File: src/rtl/conv_sched_pkg.sv
// Shared types and constants for the convolution sequencing controller.
// Optional build macro CONV_RELU_EN (handled in conv_sched) clamps negative
// results to zero on the output stream.
package Conv;

    localparam int DATA_W = 8;
    localparam int LEN    = 5;
    localparam int ACC_W  = 2 * DATA_W + $clog2(LEN);
    localparam int TAP_W  = (LEN > 1) ? $clog2(LEN) : 1;

    typedef logic signed [DATA_W-1:0] data_t;
    // Index 0 holds the oldest sample of the window.
    typedef data_t [LEN-1:0] data_vector;
    typedef logic signed [ACC_W-1:0] acc_t;

    typedef enum logic [2:0] {
        IDLE     = 3'd0,
        KLOAD    = 3'd1,
        WAIT_WIN = 3'd2,
        MAC      = 3'd3,
        EMIT     = 3'd4,
        DONE     = 3'd5
    } sched_state_t;

endpackage

File: src/rtl/conv_mac.sv
// Signed multiply-accumulate: one full-precision product per enabled cycle.
// clr has priority over en and zeroes the accumulator.
module conv_mac
    import Conv::*;
#(
    parameter int ACC_W = Conv::ACC_W
) (
    input  logic                    clk,
    input  logic                    rst,
    input  logic                    clr,
    input  logic                    en,
    input  data_t                   a,
    input  data_t                   b,
    output logic signed [ACC_W-1:0] acc
);

    localparam int PROD_W = 2 * DATA_W;

    logic signed [PROD_W-1:0] prod_s;
    logic signed [ACC_W-1:0]  acc_r;

    // Operands are sign-extended before the multiply so the product is exact.
    assign prod_s = PROD_W'(a) * PROD_W'(b);
    assign acc    = acc_r;

    // Accumulator register: clear, accumulate or hold.
    always_ff @(posedge clk or posedge rst) begin
        if (rst) begin
            acc_r <= {ACC_W{1'b0}};
        end else if (clr) begin
            acc_r <= {ACC_W{1'b0}};
        end else if (en) begin
            acc_r <= acc_r + ACC_W'(prod_s);
        end else begin
            acc_r <= acc_r;
        end
    end

endmodule

File: src/rtl/conv_sched.sv
// Convolution sequencing controller: loads a LEN-tap kernel, drops the
// LEN-1 warm-up windows of a frame, computes one dot product per remaining
// window (one tap per cycle) and streams the results out.
// Build macro CONV_RELU_EN: when defined, negative results are presented as 0.
module conv_sched
    import Conv::*;
#(
    parameter int ACC_W   = 2 * Conv::DATA_W + $clog2(Conv::LEN),
    parameter int FRAME_W = 16
) (
    input  logic                    clk,
    input  logic                    rst,
    input  logic                    start,
    input  logic [FRAME_W-1:0]      frame_len,
    output logic                    busy,
    output logic                    done,
    input  data_t                   k_data,
    input  logic                    k_valid,
    output logic                    k_ready,
    input  data_vector              win_data,
    input  logic                    win_valid,
    output logic                    win_ready,
    output logic signed [ACC_W-1:0] res_data,
    output logic                    res_valid,
    input  logic                    res_ready
);

    sched_state_t            state_r;
    sched_state_t            state_next_s;
    logic [FRAME_W-1:0]      frame_len_r;
    logic [FRAME_W-1:0]      win_cnt_r;
    logic [FRAME_W-1:0]      win_cnt_inc_s;
    logic [TAP_W-1:0]        k_idx_r;
    logic [TAP_W-1:0]        tap_r;
    data_t                   k_r [LEN];
    data_vector              win_r;
    logic                    k_we_s;
    logic                    win_we_s;
    logic                    mac_clr_s;
    logic                    mac_en_s;
    logic                    busy_r;
    logic                    done_r;
    logic                    k_ready_r;
    logic                    win_ready_r;
    logic                    res_valid_r;
    logic signed [ACC_W-1:0] acc_s;

    assign win_cnt_inc_s = win_cnt_r + FRAME_W'(1);

    conv_mac #(.ACC_W(ACC_W)) u_mac (
        .clk (clk),
        .rst (rst),
        .clr (mac_clr_s),
        .en  (mac_en_s),
        .a   (win_r[tap_r]),
        .b   (k_r[tap_r]),
        .acc (acc_s)
    );

    // State register.
    always_ff @(posedge clk or posedge rst) begin
        if (rst) begin
            state_r <= IDLE;
        end else begin
            state_r <= state_next_s;
        end
    end

    // Next-state and datapath strobes.
    always_comb begin
        state_next_s = state_r;
        k_we_s       = 1'b0;
        win_we_s     = 1'b0;
        mac_clr_s    = 1'b0;
        mac_en_s     = 1'b0;
        case (state_r)
            IDLE: begin
                if (start) begin
                    state_next_s = KLOAD;
                end else begin
                    state_next_s = IDLE;
                end
            end
            KLOAD: begin
                if (k_valid) begin
                    k_we_s = 1'b1;
                    if (k_idx_r == TAP_W'(LEN - 1)) begin
                        if (frame_len_r == {FRAME_W{1'b0}}) begin
                            state_next_s = DONE;
                        end else begin
                            state_next_s = WAIT_WIN;
                        end
                    end else begin
                        state_next_s = KLOAD;
                    end
                end else begin
                    state_next_s = KLOAD;
                end
            end
            WAIT_WIN: begin
                if (win_valid) begin
                    win_we_s = 1'b1;
                    if (win_cnt_inc_s < FRAME_W'(LEN)) begin
                        // Warm-up window: not yet a full kernel's worth of history.
                        if (win_cnt_inc_s == frame_len_r) begin
                            state_next_s = DONE;
                        end else begin
                            state_next_s = WAIT_WIN;
                        end
                    end else begin
                        mac_clr_s    = 1'b1;
                        state_next_s = MAC;
                    end
                end else begin
                    state_next_s = WAIT_WIN;
                end
            end
            MAC: begin
                mac_en_s = 1'b1;
                if (tap_r == TAP_W'(LEN - 1)) begin
                    state_next_s = EMIT;
                end else begin
                    state_next_s = MAC;
                end
            end
            EMIT: begin
                if (res_ready) begin
                    if (win_cnt_r == frame_len_r) begin
                        state_next_s = DONE;
                    end else begin
                        state_next_s = WAIT_WIN;
                    end
                end else begin
                    state_next_s = EMIT;
                end
            end
            DONE: begin
                state_next_s = IDLE;
            end
            default: begin
                state_next_s = IDLE;
            end
        endcase
    end

    // Frame bookkeeping, kernel store, window latch and tap counter.
    always_ff @(posedge clk or posedge rst) begin
        if (rst) begin
            frame_len_r <= {FRAME_W{1'b0}};
            win_cnt_r   <= {FRAME_W{1'b0}};
            k_idx_r     <= {TAP_W{1'b0}};
            tap_r       <= {TAP_W{1'b0}};
            win_r       <= {(LEN * DATA_W){1'b0}};
            for (int i = 0; i < LEN; i++) begin
                k_r[i] <= {DATA_W{1'b0}};
            end
        end else begin
            if ((state_r == IDLE) && start) begin
                frame_len_r <= frame_len;
                win_cnt_r   <= {FRAME_W{1'b0}};
                k_idx_r     <= {TAP_W{1'b0}};
            end
            if (k_we_s) begin
                k_r[k_idx_r] <= k_data;
                if (k_idx_r == TAP_W'(LEN - 1)) begin
                    k_idx_r <= {TAP_W{1'b0}};
                end else begin
                    k_idx_r <= k_idx_r + TAP_W'(1);
                end
            end
            if (win_we_s) begin
                win_r     <= win_data;
                win_cnt_r <= win_cnt_inc_s;
            end
            if (mac_clr_s) begin
                tap_r <= {TAP_W{1'b0}};
            end else if (mac_en_s) begin
                tap_r <= tap_r + TAP_W'(1);
            end
        end
    end

    // Handshake/status outputs registered from the upcoming state so they
    // line up with the state they describe.
    always_ff @(posedge clk or posedge rst) begin
        if (rst) begin
            busy_r      <= 1'b0;
            done_r      <= 1'b0;
            k_ready_r   <= 1'b0;
            win_ready_r <= 1'b0;
            res_valid_r <= 1'b0;
        end else begin
            busy_r      <= (state_next_s != IDLE);
            done_r      <= (state_next_s == DONE);
            k_ready_r   <= (state_next_s == KLOAD);
            win_ready_r <= (state_next_s == WAIT_WIN);
            res_valid_r <= (state_next_s == EMIT);
        end
    end

    assign busy      = busy_r;
    assign done      = done_r;
    assign k_ready   = k_ready_r;
    assign win_ready = win_ready_r;
    assign res_valid = res_valid_r;

    // The accumulator holds still through EMIT, so it drives the result
    // directly; its reset value gives res_data=0.
`ifdef CONV_RELU_EN
    assign res_data = acc_s[ACC_W-1] ? {ACC_W{1'b0}} : acc_s;
`else
    assign res_data = acc_s;
`endif

endmodule
File: config.mk
export PLATFORM = sky130hd
export DESIGN_NAME = conv_sched
export DESIGN_NICKNAME = d
export VERILOG_FILES = /design/src/rtl/conv_sched_pkg.sv /design/src/rtl/conv_mac.sv /design/src/rtl/conv_sched.sv
export SDC_FILE = /design/constraint.sdc
export NUM_CORES = 1
export LEC_CHECK = 0
export ABC_CLOCK_PERIOD_IN_PS = 7000
export CAP_MARGIN = 25
export CORE_UTILIZATION = 45
export CTS_CLUSTER_DIAMETER = 200
export DETAILED_ROUTE_END_ITERATION = 16
export GPL_ROUTABILITY_DRIVEN = 0
export HOLD_SLACK_MARGIN = 0.15
export PLACE_DENSITY = 0.67
export SETUP_SLACK_MARGIN = 0.3
export SYNTH_ARGS = -nofsm -noshare
export SYNTH_HDL_FRONTEND = slang
export SYNTH_HIERARCHICAL = 1
export SYNTH_SLANG_ARGS = --single-unit
File: constraint.sdc
create_clock -name clk -period 7 [get_ports clk]
set_clock_uncertainty 0.05 [all_clocks]
set_input_delay 1.05 -clock clk [delete_from_list [all_inputs] [get_ports clk]]
set_output_delay 1.05 -clock clk [all_outputs]
set_load 0.01 [all_outputs]
==> impl_metrics.csv <==
group,metric,value,unit
status,outcome,"finished clean",
floorplanning,die_y,157,µm
clocking,cts-buffers-inserted,17,
critical_path,start_kind,"register",
logic_synthesis,ys_ff_latch,145,
clocking,clkSlewWorstSetupHoldPaths,0.06,ns
critical_path,startpoint,"tap_r[2]$_DFFE_PP0P_",
critical_path,cp_slowest_cell,"dfrtp_1",
sta,whs,0.425,ns
sta,setup_tns,0,ns
critical_path,required,7.29,ns
route,firstDrtPassIters,5,
cells_and_area,final_cells,1536,
logic_synthesis,synth-async-reset-ratio,100,%
sta,slew_viol_final,0,
floorplanning,dieArea,24800,µm²
logic_synthesis,yosys_warnings,6,
global_routing,grt.total_usage,21.9,%
sta,finalCritPeriodShare,90.1,%
cells_and_area,final_nets,1408,
logic_synthesis,syn_inst,1124,
route,wl_per_cell,16.4,µm
clocking,cts-htree-levels,4,
floorplanning,start_util,46.1,%
floorplanning,fp.dieW,157,µm
sta,setup_violations,0,
critical_path,end_kind,"register",
logic_synthesis,synth_cell_types,68,
critical_path,r2r-start,"tap_r[2]$_DFFE_PP0P_",
placement,place_ws,0.428,ns
critical_path,cp.arrival,6.59,ns
logic_synthesis,synth_area,10900,µm²
floorplanning,rows,56,
clocking,cts.hold.buffers_added,0,
clocking,cts_resized,0,
critical_path,path_cells,"nand2b_2 > o22ai_2 > and2_1 > buf_4 > inv_1 > fa_1 > inv_1 > fa_1 > fa_1 > fa_1 > fa_1 > ha_1 > a211oi_1 > o21ai_2 > a41oi_4 > a32oi_2 > xnor2_1 > a211oi_1",
critical_path,max_stage_delay,0.57,ns
sta,slew_headroom,34.7,%
logic_synthesis,yosysSeqAreaShare,33.4,%
sta,setup_ws,0.696,ns
route,ant_nets,0,
global_routing,grt_antenna_before_repair,0,
clocking,clk_path_buf_depth,2,
clocking,cts_tree,"built",
sta,rsz0062_at_grt,"no",
global_routing,grt_pass1_wl,42.4,mm
placement,dp_hpwl,19.0,mm
route,drt-initial-drc-count,546,
route,num_vias,8269,
power_and_ir_drop,ir_worst_vdd,0.000312,V
critical_path,critPathCapture,"u_mac/acc[18]$_DFFE_PP0P_",
critical_path,crit_fanout,16,
cells_and_area,drive_gt1_share,11.3,%
clocking,clock_sinks,145,
sta,hold_viol,0,
clocking,postCtsSetupBuffers,0,
cells_and_area,insertedDiodeCount,0,
critical_path,cp_common_cell,"fa_1",
critical_path,r2r_slack,0.70,ns
critical_path,r2r-end,"u_mac/acc[18]$_DFFE_PP0P_",
cells_and_area,syn_to_final_growth,18.3,%
logic_synthesis,syn-num-nets,1328,
logic_synthesis,avgSynthCellArea,9.68,µm²
logic_synthesis,ys_dominant_reg_cell,"dfrtp_1",
route,finalWirelength,25.2,mm
global_routing,overflow,0,
cells_and_area,seqCellArea,3630,µm²
critical_path,ff2ff_path_depth,18,
placement,dp.cells,1503,
sta,clock.fmax,159,MHz
route,drc,0,
sta,post-route-min-period,6.30,ns
power_and_ir_drop,powerDensity,453,nW/µm²
floorplanning,ioPinCount,94,
job,drv_cap,0,
critical_path,criticalPathCategory,"reg2reg",
global_routing,grt_max_degree,74,
clocking,cts_root_buf,"clkbuf_16",
cells_and_area,multi_input_area,6700,µm²
cells_and_area,fill_cells,2108,
floorplanning,core_area,23600,µm²
logic_synthesis,synth_edf_count,0,
placement,portBuffers,93,
route,vias_per_cell,5.38,
clocking,clock_latency,0.43,ns
worst_hold_path,hold_class,"reg2reg",
power_and_ir_drop,total_leakage_power,6.06,nW
global_routing,grt_pass1_vias,8331,
sta,tightest_slew,0.976,ns
## layout by cell type (no fill, tap or decap), types with 27 or more instances in the layout
| master | Yosys | layout |
|---|---|---|
| a21oi_1 | 40 | 40 |
| and2_1 | 38 | 38 |
| clkdlybuf4s50_1 | 0 | 93 |
| dfrtp_1 | 145 | 144 |
| fa_1 | 84 | 84 |
| ha_1 | 50 | 50 |
| inv_1 | 103 | 102 |
| mux2_2 | 56 | 56 |
| mux2i_1 | 44 | 44 |
| nand2_1 | 185 | 185 |
| nor2_1 | 71 | 71 |
| o21ai_0 | 30 | 30 |
| xnor2_1 | 27 | 27 |
## power by group
group	switching [mW]	leakage [nW]	internal, mW
Sequential	0.282	1.81	1.15
Combinational	1.88	3.93	1.52
Clock	0.418	0.315	0.581
## critical path, delay by kind of cell (launching register included)
family | cells | cell delay, ns
AOI/OAI and AO/OA | 6 | 1.69
buffers and inverters | 3 | 0.39
adders and majority gates | 6 | 2.72
and+or+nand+nor | 2 | 0.63
DFF | 1 | 0.57
xor gates and xnor gates | 1 | 0.14
## sequential cells by signal, summed over array words and instances, names as in the netlist
| name | flops |
|---|---|
| u_mac/acc | 19 |
| done | 1 |
| k_r | 40 |
| k_idx_r | 3 |
| k_ready | 1 |
| busy | 1 |
| res_valid | 1 |
| win_r | 40 |
| win_cnt_r | 16 |
| win_ready | 1 |
| frame_len_r | 16 |
| tap_r | 3 |
| state_r | 3 |
## synth_stat cells, drive strengths merged (3+ instances only)
cell type / instances / area share (%)
nor3b: 7 / 0.48
or3: 3 / 0.17
and4: 6 / 0.51
buf: 10 / 0.51
mux2: 56 / 5.8
nand3b: 4 / 0.28
o21ai: 36 / 1.7
inv: 103 / 3.6
nor3: 7 / 0.41
xnor2: 27 / 2.2
nand2b: 5 / 0.29
mux2i: 44 / 4.0
o31ai: 6 / 0.41
xor2: 20 / 1.6
and3: 5 / 0.29
or4: 3 / 0.21
fa: 84 / 15
nand2: 186 / 6.4
o21a: 3 / 0.21
a21oi: 40 / 1.8
o21bai: 5 / 0.35
nand3: 18 / 0.83
and2: 38 / 2.2
ha: 50 / 5.8
dfrtp: 145 / 33
a211oi: 6 / 0.41
o22ai: 22 / 1.3
a21o: 4 / 0.28
nor2: 71 / 2.5
a31oi: 5 / 0.29
clkbuf: 42 / 1.4
nor4: 12 / 0.92
nand4: 17 / 1.0
nor2b: 6 / 0.35
## per-stage QoR
step	area, µm²	total power [mW]	utilization (%)
floorplan	10900	3.97	-
detailed placement	12200	4.80	51.5
finish	12900	5.83	54.5
global placement	12200	4.76	51.5
CTS	12800	5.85	54.2
global route	12900	6.40	54.5
## routing by layer
layer | track usage, % | part of all wire (%) | vias to the layer above
li1 | - | - | 3921
met1 | 31.1 | 48 | 4100
met2 | 35.1 | 47 | 216
met3 | 2.64 | 3.7 | 32
met4 | 6.20 | 1.5 | 0
met5 | 0 | 0 | -
## kinds of logic (layout without fill, tap and decap cells)
kind of cell | Yosys count | after routing | share of synthesized area [%]
AOI/OAI and AO/OA | 143 | 143 | 8.47
muxes | 100 | 100 | 9.85
xor gates and xnor gates | 47 | 47 | 3.78
buffers and inverters | 156 | 249 | 5.54
DFF | 145 | 145 | 33.4
and+or+nand+nor | 399 | 399 | 17.8
adders and majority gates | 134 | 134 | 21.2
## layout make-up
| cell class | count | share of cell area [%] |
|---|---|---|
| clock buffers | 17 | 3.31 |
| clock inverters | 15 | 1.64 |
| inverters | 104 | 3.05 |
| multi-input cells | 823 | 52.0 |
| flip-flops and latches | 145 | 28.2 |
| well taps | 319 | 3.10 |
| repair buffers | 113 | 8.65 |
## how the worst min path moves through the flow
stage | from | endpoint | depth (start not counted)
after floorplan | win_r[0]$_DFFE_PP0P_ | win_r[0]$_DFFE_PP0P_ | 2
after global placement | win_r[25]$_DFFE_PP0P_ | win_r[25]$_DFFE_PP0P_ | 2
after detailed placement | win_r[23]$_DFFE_PP0P_ | win_r[23]$_DFFE_PP0P_ | 2
after CTS | win_r[34]$_DFFE_PP0P_ | win_r[34]$_DFFE_PP0P_ | 2
after global routing | win_r[9]$_DFFE_PP0P_ | win_r[9]$_DFFE_PP0P_ | 2
final | win_r[17]$_DFFE_PP0P_ | win_r[17]$_DFFE_PP0P_ | 2
No activity file was read; power rests on OpenSTA's default activity.
